File: config.mk
export PLATFORM = sky130hd
export DESIGN_NAME = sum_stationary_drain
export DESIGN_NICKNAME = d
export VERILOG_FILES = /design/src/rtl/sum_stationary_pkg.sv /design/src/rtl/result_row_select.sv /design/src/rtl/sum_stationary_drain.sv
export SDC_FILE = /design/constraint.sdc
export NUM_CORES = 1
export LEC_CHECK = 0
export CORE_ASPECT_RATIO = 0.8
export CORE_MARGIN = 8
export CORE_UTILIZATION = 41
export DETAILED_ROUTE_END_ITERATION = 6
export PLACE_DENSITY = 0.76
export SYNTH_ARGS = -nofsm -noshare
export SYNTH_HDL_FRONTEND = slang
export SYNTH_SLANG_ARGS = --single-unit
export TNS_END_PERCENT = 100
File: constraint.sdc
create_clock -name clk -period 18.5 [get_ports clk]
set_input_delay 2.775 -clock clk [delete_from_list [all_inputs] [get_ports clk]]
set_output_delay 2.775 -clock clk [all_outputs]
set_load 0.05 [all_outputs]
File: src/rtl/sum_stationary_pkg.sv
// Shared types and width helpers for the sum-stationary matrix engine and its drain stage.
package sum_stationary_pkg;

    typedef enum logic {
        IDLE = 1'b0,
        SEND = 1'b1
    } drain_state_e;

    // Row counter width; a single-row matrix still needs one bit.
    function automatic int row_idx_width(input int n);
        return (n > 1) ? $clog2(n) : 1;
    endfunction

    function automatic int c_data_width(input int dw, input int n);
        return 2 * dw + $clog2(n);
    endfunction

endpackage

File: src/rtl/result_row_select.sv
// Combinational N:1 selector of one result row (or column when
// SUM_STATIONARY_DRAIN_TRANSPOSE_EN is defined); output is zero when not valid.
module result_row_select #(
    parameter int N  = 4,
    parameter int W  = 18,
    parameter int IW = 2
) (
    input  logic [N-1:0][N-1:0][W-1:0] mat_i,
    input  logic [IW-1:0]              sel_i,
    input  logic                       valid_i,
    output logic [N-1:0][W-1:0]        data_o
);

    always_comb begin
        data_o = '0;
        if (valid_i) begin
            for (int j = 0; j < N; j++) begin
`ifdef SUM_STATIONARY_DRAIN_TRANSPOSE_EN
                data_o[j] = mat_i[j][sel_i];
`else
                data_o[j] = mat_i[sel_i][j];
`endif
            end
        end
    end

endmodule

File: src/rtl/sum_stationary_drain.sv
// Captures the engine's C array, clears the engine, and streams the result one row per beat.
// Build option SUM_STATIONARY_DRAIN_TRANSPOSE_EN streams columns instead of rows.
module sum_stationary_drain
    import sum_stationary_pkg::*;
#(
    parameter int  DATA_WIDTH   = 8,
    parameter int  N            = 4,
    parameter int  C_DATA_WIDTH = c_data_width(DATA_WIDTH, N),
    localparam int IW           = row_idx_width(N)
) (
    input  logic                                     clk,
    input  logic                                     reset_ni,
    input  logic                                     mm_valid_i,
    input  logic [N-1:0][N-1:0][C_DATA_WIDTH-1:0]    c_i,
    output logic                                     mm_clear_o,
    output logic                                     row_valid_o,
    input  logic                                     row_ready_i,
    output logic [N-1:0][C_DATA_WIDTH-1:0]           row_data_o,
    output logic [IW-1:0]                            row_idx_o,
    output logic                                     row_last_o,
    output logic                                     busy_o
);

    drain_state_e                          state_q, state_d;
    logic [IW-1:0]                         row_q, row_d;
    logic [N-1:0][N-1:0][C_DATA_WIDTH-1:0] mat_q, mat_d;

    logic sending, last, hs, cap;

    assign sending = (state_q == SEND);
    assign last    = sending && (row_q == IW'(N - 1));
    assign hs      = sending && row_ready_i;
    // Gated by reset so the engine is never cleared while this block is held in reset.
    assign cap     = reset_ni && mm_valid_i && (!sending || (hs && last));

    always_comb begin
        state_d = state_q;
        row_d   = row_q;
        mat_d   = mat_q;
        if (cap) begin
            mat_d   = c_i;
            row_d   = '0;
            state_d = SEND;
        end else if (hs) begin
            if (last) begin
                row_d   = '0;
                state_d = IDLE;
            end else begin
                row_d = row_q + IW'(1);
            end
        end
    end

    always_ff @(posedge clk or negedge reset_ni) begin
        if (!reset_ni) begin
            state_q <= IDLE;
            row_q   <= '0;
        end else begin
            state_q <= state_d;
            row_q   <= row_d;
        end
    end

    // Buffer contents are don't-care after reset; the selector masks them while idle.
    always_ff @(posedge clk) begin
        mat_q <= mat_d;
    end

    result_row_select #(
        .N  (N),
        .W  (C_DATA_WIDTH),
        .IW (IW)
    ) u_row_select (
        .mat_i   (mat_q),
        .sel_i   (row_q),
        .valid_i (sending),
        .data_o  (row_data_o)
    );

    assign mm_clear_o  = cap;
    assign row_valid_o = sending;
    assign row_idx_o   = row_q;
    assign row_last_o  = last;
    assign busy_o      = sending;

endmodule

Word-level counts from Yosys, hierarchy flattened
Cells that the tools add are included.
W data, S select, Z words.

storage, ports and cells
  bits in registers = 291
  bits of input ports = 292
  output and inout bits = 78
  logic and storage cells = 40

operators by class
  add/sub/neg operators = 1
  $lt $le $gt $ge = 1
  equal/unequal tests = 1
  muxes and demuxes = 9
  reductions and logical operators = 10

operators by type and width
  cell                   number
  $bmux W72 S2           1
  $mux W72               2
  $mux W2                3
  $logic_and A1 B1 Y1    5
  $reduce_bool A2 Y1     2
  $lt A2 B3 Y1 const B   1
  $mux W1                3
  $add A2 B1 Y2 const B  1
  $eq A2 B2 Y1 const B   1
  $reduce_and A2 Y1      1
  $logic_not A1 Y1       1
  $logic_or A1 B1 Y1     1

Depth between registers and ports, before layout
Gate-level depths: netlist of the first run.

  word-level depth = 7
  mapped depth = 5
  depth with buffers taken out = 3

Hierarchy
Synthesis of the first run repeated with hierarchy kept, for this count alone.

second synthesis, totals
  cell total of the unflattened synthesis = 557
  area, all modules = 10998.0 um^2

by module, submodules not included
  module                times used  cells each  area each (um^2)  sequential area each (um^2)
  sum_stationary_drain  1           308         8829.7            8723.4
  result_row_select     1           249         2168.3            0.0

Worst setup path before layout of the first run
No wires, ideal clock.

  kind = input-to-output
  start point = input row_ready_i
  end point = output mm_clear_o
  data arrival time = 16213 ps
  data required time = 15725 ps
  setup slack = -488 ps
  stages = 2
  path buffers = 0
  path through = a21bo_2 nor2b_1

on the way
  word-level cells in the longest chain between the ends = 4

RTL lines
  what                 RTL line                    source
  from (decl)          sum_stationary_drain.sv:17  input logic row_ready_i,
  $logic_and A1 B1 Y1  sum_stationary_drain.sv:32  assign hs = sending && row_ready_i;
  $logic_and A1 B1 Y1  sum_stationary_drain.sv:34  assign cap = reset_ni && mm_valid_i && (!sending || (hs && last));
  $logic_or A1 B1 Y1   sum_stationary_drain.sv:34
  $logic_and A1 B1 Y1  sum_stationary_drain.sv:34
  to (decl)            sum_stationary_drain.sv:15  output logic mm_clear_o,

Every way passes these cells.

Worst setup path in the final report of the first run
Ends and elaborated chain as after synthesis.

==> results of run 1 <==
## metrics by stage
stage | worst slack [ps] | hold WS, ps | instance area [µm²]
floorplan | 5160 | 864 | 11000
global placement | 10880 | 670 | 14900
detailed placement | 10840 | 693 | 14900
CTS | 10830 | 694 | 15800
global route | 10770 | 750 | 15800
finish | 10870 | 705 | 15800
## kinds of logic after synthesis
kind of cell | after synthesis
multiplexers | 144
AO/OA/AOI/OAI | 77
adder cells (fa/ha/maj) | 1
AND/OR/NAND/NOR | 8
buffers and inverters | 32
flip-flops | 291
## sequential cells by signal (all words and copies together) (netlist names)
signal and count:
row_idx_o 2, mat_q 288, busy_o 1
## cells in the mapped netlist
cell	number	area [µm²]
o22ai_1	72	450
edfxtp_1	288	8650
nand3_1	1	5.00
mux2i_1	144	1440
nand2b_1	1	6.26
clkbuf_4	5	37.5
buf_12	1	20.0
ha_1	1	12.5
a21bo_2	2	20.0
buf_4	6	45.0
and2_1	1	6.26
nand4bb_1	1	11.3
buf_8	5	75.1
a21bo_1	1	10.0
nor2b_1	1	6.26
nand2_1	3	11.3
clkbuf_1	4	15.0
dfrtp_1	3	75.1
buf_6	2	22.5
buf_2	9	45.0
a32oi_1	2	17.5
## layout make-up
class / count / area [µm²] / area share (%)
Multi-Input combinational cell: 230 / 2010 / 12.7
Clock buffer: 36 / 752 / 4.76
Tap cell: 357 / 447 / 2.83
Sequential cell: 291 / 8730 / 55.3
Clock inverter: 16 / 93.8 / 0.595
Timing Repair Buffer: 375 / 3750 / 23.8
## tightest hold or removal path, stage by stage, from the launching register on
cell	delay, ps
dfrtp_1	440
nand4bb_1	170
a32oi_1	50
## worst max path at each step
stage | slack, ps | endpoint
finish | 10870 | mm_clear_o
global route | 10770 | mm_clear_o
CTS | 10830 | mm_clear_o
detailed placement | 10840 | mm_clear_o
global placement | 10880 | mm_clear_o
floorplan | 5160 | mm_clear_o
## metal layers
metal  vias up  GRT usage [%]
li1       3006              -
met1      3133           20.3
met2       274           28.2
met3        52           5.10
met4         0           4.84
met5         -              0
## power breakdown
| group | switching, mW | internal, mW | leakage [nW] | total, mW |
|---|---|---|---|---|
| logic | 0.686 | 0.377 | 2.24 | 1.06 |
| clock network | 0.230 | 0.299 | 0.409 | 0.528 |
| registers | 0.0411 | 0.797 | 2.64 | 0.838 |
==> impl_metrics.tcl, run 1 <==
set metrics [dict create \
    antenna_left 0 \
    min_from "row_idx_o[0]" \
    cts.path.max_buffers 3 \
    drt_iter0_markers 357 \
    wl_um 28000 \
    synth_cell_types 21 \
    reg2reg_to "mat_q[24]" \
    final_cell_mix "clkdlybuf4s50_1, edfxtp_1, mux2i_1, o22ai_1, clkbuf_16" \
    root_buffer "clkbuf_16" \
    rows 53 \
    tritoncts "yes" \
    hold_viol 0 \
    run_status "finished clean" \
    max_cap_violations 0 \
    antennaDiodeCount 0 \
    synthMuxAreaShare_pct 13.1 \
    firstDrtPassIters 5 \
    critPathLaunchType "input port" \
    wl_per_cell_um 21.4 \
    vias 6465 \
    synth-simple-area-share_pct 0.422 \
    synth_area_um2 11000 \
    start_util_pct 41.7 \
    chipWidth_um 199 \
    period_needed_ps 7630 \
    p_per_area_nw_per_um2 154 \
    slew_viol_final 0 \
    boundaryPins 370 \
    peakVddDrop_mv 0.0886 \
    path_depth 4 \
    dpl.hpwl_um 19400 \
    fillers 2002 \
    cp.arrival_ps 4850 \
    setup_viol 0 \
    rsz0062_at_grt "false" \
    fmax_ghz 0.131 \
    first_global_vias 6813 \
    top_layer "met4" \
    hold_class "flip-flop to flip-flop" \
    path_max_fanout 7 \
    syn_avg_cell_area_um2 19.9 \
    dp_cells 1253 \
    holdPathStages 2 \
    routed_via_density 4.95 \
    cpPeakStageDelay_ps 960 \
    min_period_over_period_pct 41.2 \
    synthAdderAreaFrac_pct 0.114 \
    layout_commonest_cell "clkdlybuf4s50_1" \
    die-area_um2 32300 \
    clock_latency_ps 530 \
    cp_cell_sequence "clkdlybuf4s50_1 > a21bo_2 > nor2b_4 > clkdlybuf4s50_1" \
    startpoint "row_ready_i" \
    wirelength_met1_um 10900 \
    p_leak_nw 5.29 \
    synth-compound-area-share_pct 4.53 \
    htreeDepth 1 \
    yosys.area_share.xor_xnor_pct 0 \
    wl_met3_um 2440 \
    cts_resized 0 \
    route.detailed.drc 0 \
    gr-total-overflow 0 \
    path_delay_family "buffers and inverters" \
    synth_nets 846 \
    r2r_start "row_idx_o[1]" \
    cts_sinks 291 \
    seq_area_frac_synth_pct 79.4 \
    port_buffers 369 \
    cp_common_cell "clkdlybuf4s50_1" \
    core_area_um2 26300 \
    grt_max_degree 196 \
    fin_skew_ps 9.15 \
    hold_end "row_idx_o[0]" \
    syn_inst 553 \
    drive_gt1_share_pct 4.85 \
    syn2layout_area_growth_pct 43.7 \
    cts_made_buffers 29 \
    ys_warn_count 0 \
    antenna_found_initial 0 \
    r2r_cells 4 \
    cts_hold_buffers 0 \
    track_usage_pct 16.6 \
    path_buf_inv 2 \
    worst_pin_slew_ps 1150 \
    fin_cells 1305 \
    final_util_pct 59.9 \
    clk_pin_slew_ps 60 \
    r2r_slack_ps 15320 \
    synth_top_family_by_area "multiplexers" \
    wl_met2_um 13800 \
    worstPathRequired_ps 15730 \
    cpMaxStageDelayCell "clkdlybuf4s50_1" \
    finalNetCount 1220 \
    grt_pass1_wl_um 41000 \
    fin_total_pwr_mw 2.43 \
    relSlewSlack_pct 23.4 \
    post_cts_buffers 0 \
    worst_setup_path_end_kind "output pin" \
    ys_ff_latch 291 \
    worstSetupPathType "input port to output pin" \
    die_y_um 162 \
    gp_congestion 0.786 \
    setup_tns_ps 0 \
]
(Power assumes the default switching activity.)
==> inputs of run 2 (changes only) <==
==> constraint.sdc (replaced) <==
create_clock -name clk -period 6.83 [get_ports clk]
set_input_delay 1.0245 -clock clk [delete_from_list [all_inputs] [get_ports clk]]
set_output_delay 1.0245 -clock clk [all_outputs]
set_load 0.05 [all_outputs]
==> impl_metrics.tcl, run 2 (same netlist as run 1, synthesis figures left out) <==
set metrics [dict create \
    first_global_vias 6927 \
    drt_iter0_markers 348 \
    cts_made_buffers 29 \
    hold_viol 0 \
    peakVddDrop_mv 0.328 \
    cts.path.max_buffers 3 \
    worstPathRequired_ps 5810 \
    rows 53 \
    grt_max_degree 84 \
    boundaryPins 370 \
    fin_skew_ps 8.36 \
    relSlewSlack_pct 32.7 \
    run_status "finished clean" \
    setup_tns_ps 0 \
    fin_total_pwr_mw 6.59 \
    p_per_area_nw_per_um2 417 \
    die-area_um2 32300 \
    dp_cells 1254 \
    largest_register_ffs 288 \
    cpMaxStageDelayCell "dfrtp_4" \
    antenna_left 0 \
    route.detailed.drc 0 \
    worstSetupPathType "flip-flop to output pin" \
    syn2layout_area_growth_pct 44.0 \
    tritoncts "yes" \
    slew_viol_final 0 \
    dpl.hpwl_um 19400 \
    worst_setup_path_end_kind "output pin" \
    root_buffer "clkbuf_16" \
    min_period_over_period_pct 67.3 \
    gr-total-overflow 0 \
    htreeDepth 1 \
    setup_viol 0 \
    place_ws_ps 2450 \
    period_needed_ps 4600 \
    setup_slack_ps 2230 \
    path_max_fanout 48 \
    cp.arrival_ps 3570 \
    finalNetCount 1221 \
    fmax_ghz 0.218 \
    layout_commonest_cell "clkdlybuf4s50_1" \
    final_util_pct 60.1 \
    wl_um 27700 \
    drive_gt1_share_pct 5.07 \
    worst_pin_slew_ps 1010 \
    chipWidth_um 199 \
    cpPeakStageDelay_ps 960 \
    start_util_pct 41.7 \
    vias 6444 \
    gp_congestion 0.823 \
    antennaDiodeCount 0 \
    rsz0062_at_grt "false" \
    track_usage_pct 16.1 \
    cts_resized 0 \
    grt_pass1_wl_um 40300 \
    critPathLaunchType "flip-flop" \
    antenna_found_initial 0 \
    final_cell_mix "clkdlybuf4s50_1, edfxtp_1, mux2i_1, o22ai_1, clkbuf_16" \
    routed_via_density 4.95 \
    top_register "mat_q" \
    cts_hold_buffers 0 \
    core_area_um2 26300 \
    fin_cells 1303 \
    die_y_um 162 \
    firstDrtPassIters 4 \
    max_cap_violations 0 \
    cts_sinks 291 \
    wl_per_cell_um 21.3 \
    port_buffers 369 \
    hold_class "flip-flop to flip-flop" \
    post_cts_buffers 0 \
    cp_cell_sequence "ha_1 > a21bo_2 > nor2b_4 > buf_4 > clkdlybuf4s50_1" \
    clock_latency_ps 530 \
    p_leak_nw 5.32 \
    clk_pin_slew_ps 60 \
]
-- run 2: final timing paths --
path	startpoint	depth (start not counted)	slack [ps]	end
min in group asynchronous	reset_ni	1	720	row_idx_o[0]
hold reg to reg	row_idx_o[0]	2	700	row_idx_o[0]
max in group asynchronous	reset_ni	1	5900	row_idx_o[1]
setup reg to reg	row_idx_o[1]	5	3410	mat_q[230]
setup / recovery	row_idx_o[1]	5	2230	mm_clear_o
hold / removal	row_idx_o[0]	2	700	row_idx_o[0]
-- run 2: power by group --
part | internal [mW] | total (mW) | leakage, nW | switching (mW)
logic | 1.02 | 2.87 | 2.25 | 1.85
clock network | 0.842 | 1.46 | 0.422 | 0.615
registers | 2.16 | 2.27 | 2.64 | 0.108
-- run 2: final cells by class --
cell class | count | area, µm²
well taps | 357 | 447
fillers | 1949 | 10500
clock buffers | 33 | 741
clock inverters | 16 | 121
flip-flops and latches | 291 | 8730
repair buffers | 376 | 3760
multi-input cells | 230 | 2020
-- run 2: routing by layer --
metal	vias up	wire [µm]	share of wire, %	global-route usage, %
li1	3006	-	-	-
met1	3125	10600	38	18.6
met2	268	13800	50	28.2
met3	45	2550	9.2	5.78
met4	0	680	2.5	4.14
met5	-	0	0	0
-- run 2: per-stage QoR --
stage          cell area (µm²)  hold WS, ps
6_report                 15800          700
5_1_grt                  15800          712
4_1_cts                  15800          685
3_5_place_dp             14900          693
3_3_place_gp             14900          675
2_1_floorplan            11000          729
-- run 2: worst max-delay path, delay by kind of cell (launching register included) --
kind / cells / cell delay [ps]
AOI/OAI and AO/OA: 1 / 170
adders and majority gates: 1 / 310
and+or+nand+nor: 1 / 130
buffers and inverters: 2 / 1440
DFF: 1 / 960
==> inputs of run 3 (changes only) <==
--- a/config.mk
+++ b/config.mk
@@ -7,9 +7,9 @@
 export LEC_CHECK = 0
 export CORE_ASPECT_RATIO = 0.8
 export CORE_MARGIN = 8
-export CORE_UTILIZATION = 41
+export CORE_UTILIZATION = 46
 export DETAILED_ROUTE_END_ITERATION = 6
-export PLACE_DENSITY = 0.76
+export PLACE_DENSITY = 0.81
 export SYNTH_ARGS = -nofsm -noshare
 export SYNTH_HDL_FRONTEND = slang
 export SYNTH_SLANG_ARGS = --single-unit
==> constraint.sdc (replaced) <==
create_clock -name clk -period 4.34 [get_ports clk]
set_input_delay 0.651 -clock clk [delete_from_list [all_inputs] [get_ports clk]]
set_output_delay 0.651 -clock clk [all_outputs]
set_load 0.05 [all_outputs]
==> impl_metrics.tcl, run 3 (same netlist as run 1, synthesis figures left out) <==
set metrics [dict create \
    cts_hold_buffers 0 \
    fillers 1536 \
    antenna_found_initial 0 \
    gp_congestion 0.797 \
    rows 50 \
    grt_pass1_wl_um 42200 \
    die_y_um 154 \
    dpl.hpwl_um 20300 \
    chipWidth_um 189 \
    largest_register_ffs 288 \
    fmax_ghz 0.267 \
    critPathLaunchType "flip-flop" \
    peakVddDrop_mv 0.503 \
    wl_met2_um 14600 \
    seq_power_share_pct 33.5 \
    worst_pin_slew_ps 985 \
    setup_viol 0 \
    core_area_um2 23400 \
    max_cap_violations 0 \
    p_leak_nw 5.32 \
    gr-total-overflow 0 \
    port_buffers 369 \
    start_util_pct 46.9 \
    period_needed_ps 3750 \
    r2r_slack_ps 1760 \
    path_max_fanout 38 \
    layout_commonest_cell "clkdlybuf4s50_1" \
    pwr-share-clk_pct 21.5 \
    rsz0062_at_grt "false" \
    fin_area_um2 15800 \
    r2r_start "row_idx_o[1]" \
    reg2reg_to "mat_q[95]" \
    root_buffer "clkbuf_16" \
    wl_met3_um 2830 \
    drive_gt1_share_pct 5.90 \
    cts_made_buffers 28 \
    antenna_left 0 \
    grt_max_degree 184 \
    routed_via_density 5.15 \
    p_per_area_nw_per_um2 657 \
    cts.path.max_buffers 3 \
    min_period_over_period_pct 86.4 \
    wirelength_met1_um 10800 \
    vias 6498 \
    wl_per_cell_um 22.9 \
    hold_class "input port to async pin" \
    tritoncts "yes" \
    final_cell_mix "clkdlybuf4s50_1, edfxtp_1, mux2i_1, o22ai_1, clkbuf_16" \
    placed_area_um2 14900 \
    clk_pin_slew_ps 60 \
    r2r_cells 5 \
    worstSetupPathType "flip-flop to output pin" \
    post_cts_buffers 0 \
    cp.arrival_ps 3100 \
    worst_setup_path_end_kind "output pin" \
    clock_latency_ps 540 \
    track_usage_pct 18.9 \
    route.detailed.drc 0 \
    boundaryPins 370 \
    top_register "mat_q" \
    fin_skew_ps 16.3 \
    top_layer "met4" \
    slew_viol_final 0 \
    first_global_vias 7026 \
    finalNetCount 1220 \
    switching_share_pct 39.4 \
    syn2layout_area_growth_pct 43.8 \
    run_status "finished clean" \
    relSlewSlack_pct 34.4 \
    cts_resized 0 \
    power_switching_mw 4.09 \
    htreeDepth 1 \
    whs_ps 379 \
    die-area_um2 29100 \
    hold_viol 0 \
    drt_iter0_markers 410 \
    firstDrtPassIters 5 \
    combPwrFrac_pct 44.9 \
    final_util_pct 67.5 \
    wl_um 28900 \
    intPower_mw 6.29 \
    cts_sinks 291 \
    worstPathRequired_ps 3690 \
]
[run 3: cell types whose count changed in the layout (fill, tap and decap cells not counted), moves of 2 or more]
cell      before  now
buf_12         1    4
clkinv_1      10    7
clkinv_2       3    6
buf_4          6    4
clkbuf_1       4    6
dfrtp_1        2    0
dfrtp_2        0    2
[run 3: final cells by class]
class | instances | area (µm²) | area share (%)
well taps | 312 | 390 | 2.47
multi-input cells | 230 | 2030 | 12.8
clock buffers | 34 | 723 | 4.58
clock inverters | 18 | 128 | 0.808
repair buffers | 376 | 3790 | 24.0
diodes | 1 | 2.50 | 0.0158
flip-flops and latches | 291 | 8730 | 55.3
[run 3: worst max path at each step]
stage	from	end	slack, ps	depth (start not counted)
after detailed placement	busy_o	row_data_o[70]	1120	4
after global routing	busy_o	row_data_o[70]	420	4
final	busy_o	row_data_o[51]	590	4
after floorplan	row_idx_o[0]	mm_clear_o	-1550	3
after CTS	busy_o	row_data_o[70]	520	4
after global placement	busy_o	row_data_o[70]	1130	4
[run 3: metal layers]
metal | GRT usage [%] | up-vias
li1 | - | 3009
met1 | 21.9 | 3141
met2 | 33.3 | 304
met3 | 6.40 | 44
met4 | 4.98 | 0
met5 | 0 | -
[run 3: metrics by stage]
step / setup TNS [ps] / total power [mW] / std cells / setup WS [ps]
6_report: 0 / 10.4 / 1262 / 589
5_1_grt: 0 / 10.7 / 1261 / 423
4_1_cts: 0 / 10.5 / 1261 / 524
3_5_place_dp: 0 / 8.23 / 1209 / 1120
3_3_place_gp: 0 / 8.17 / 1209 / 1130
2_1_floorplan: -423120 / 6.76 / 553 / -1550
[run 3: worst max-delay path, stage by stage, from the launching register on]
cell and delay, ps:
dfrtp_2 460, nand2_2 530, buf_12 430, o22ai_1 220
clkdlybuf4s50_1 860
[run 3: power by group through the flow]
stage,logic (mW),registers [mW],clock network [mW]
2_1_floorplan,3.16,3.59,0
3_3_place_gp,4.64,3.53,0
3_5_place_dp,4.69,3.54,0
4_1_cts,4.71,3.48,2.29
5_1_grt,4.85,3.50,2.39
6_report,4.66,3.48,2.24
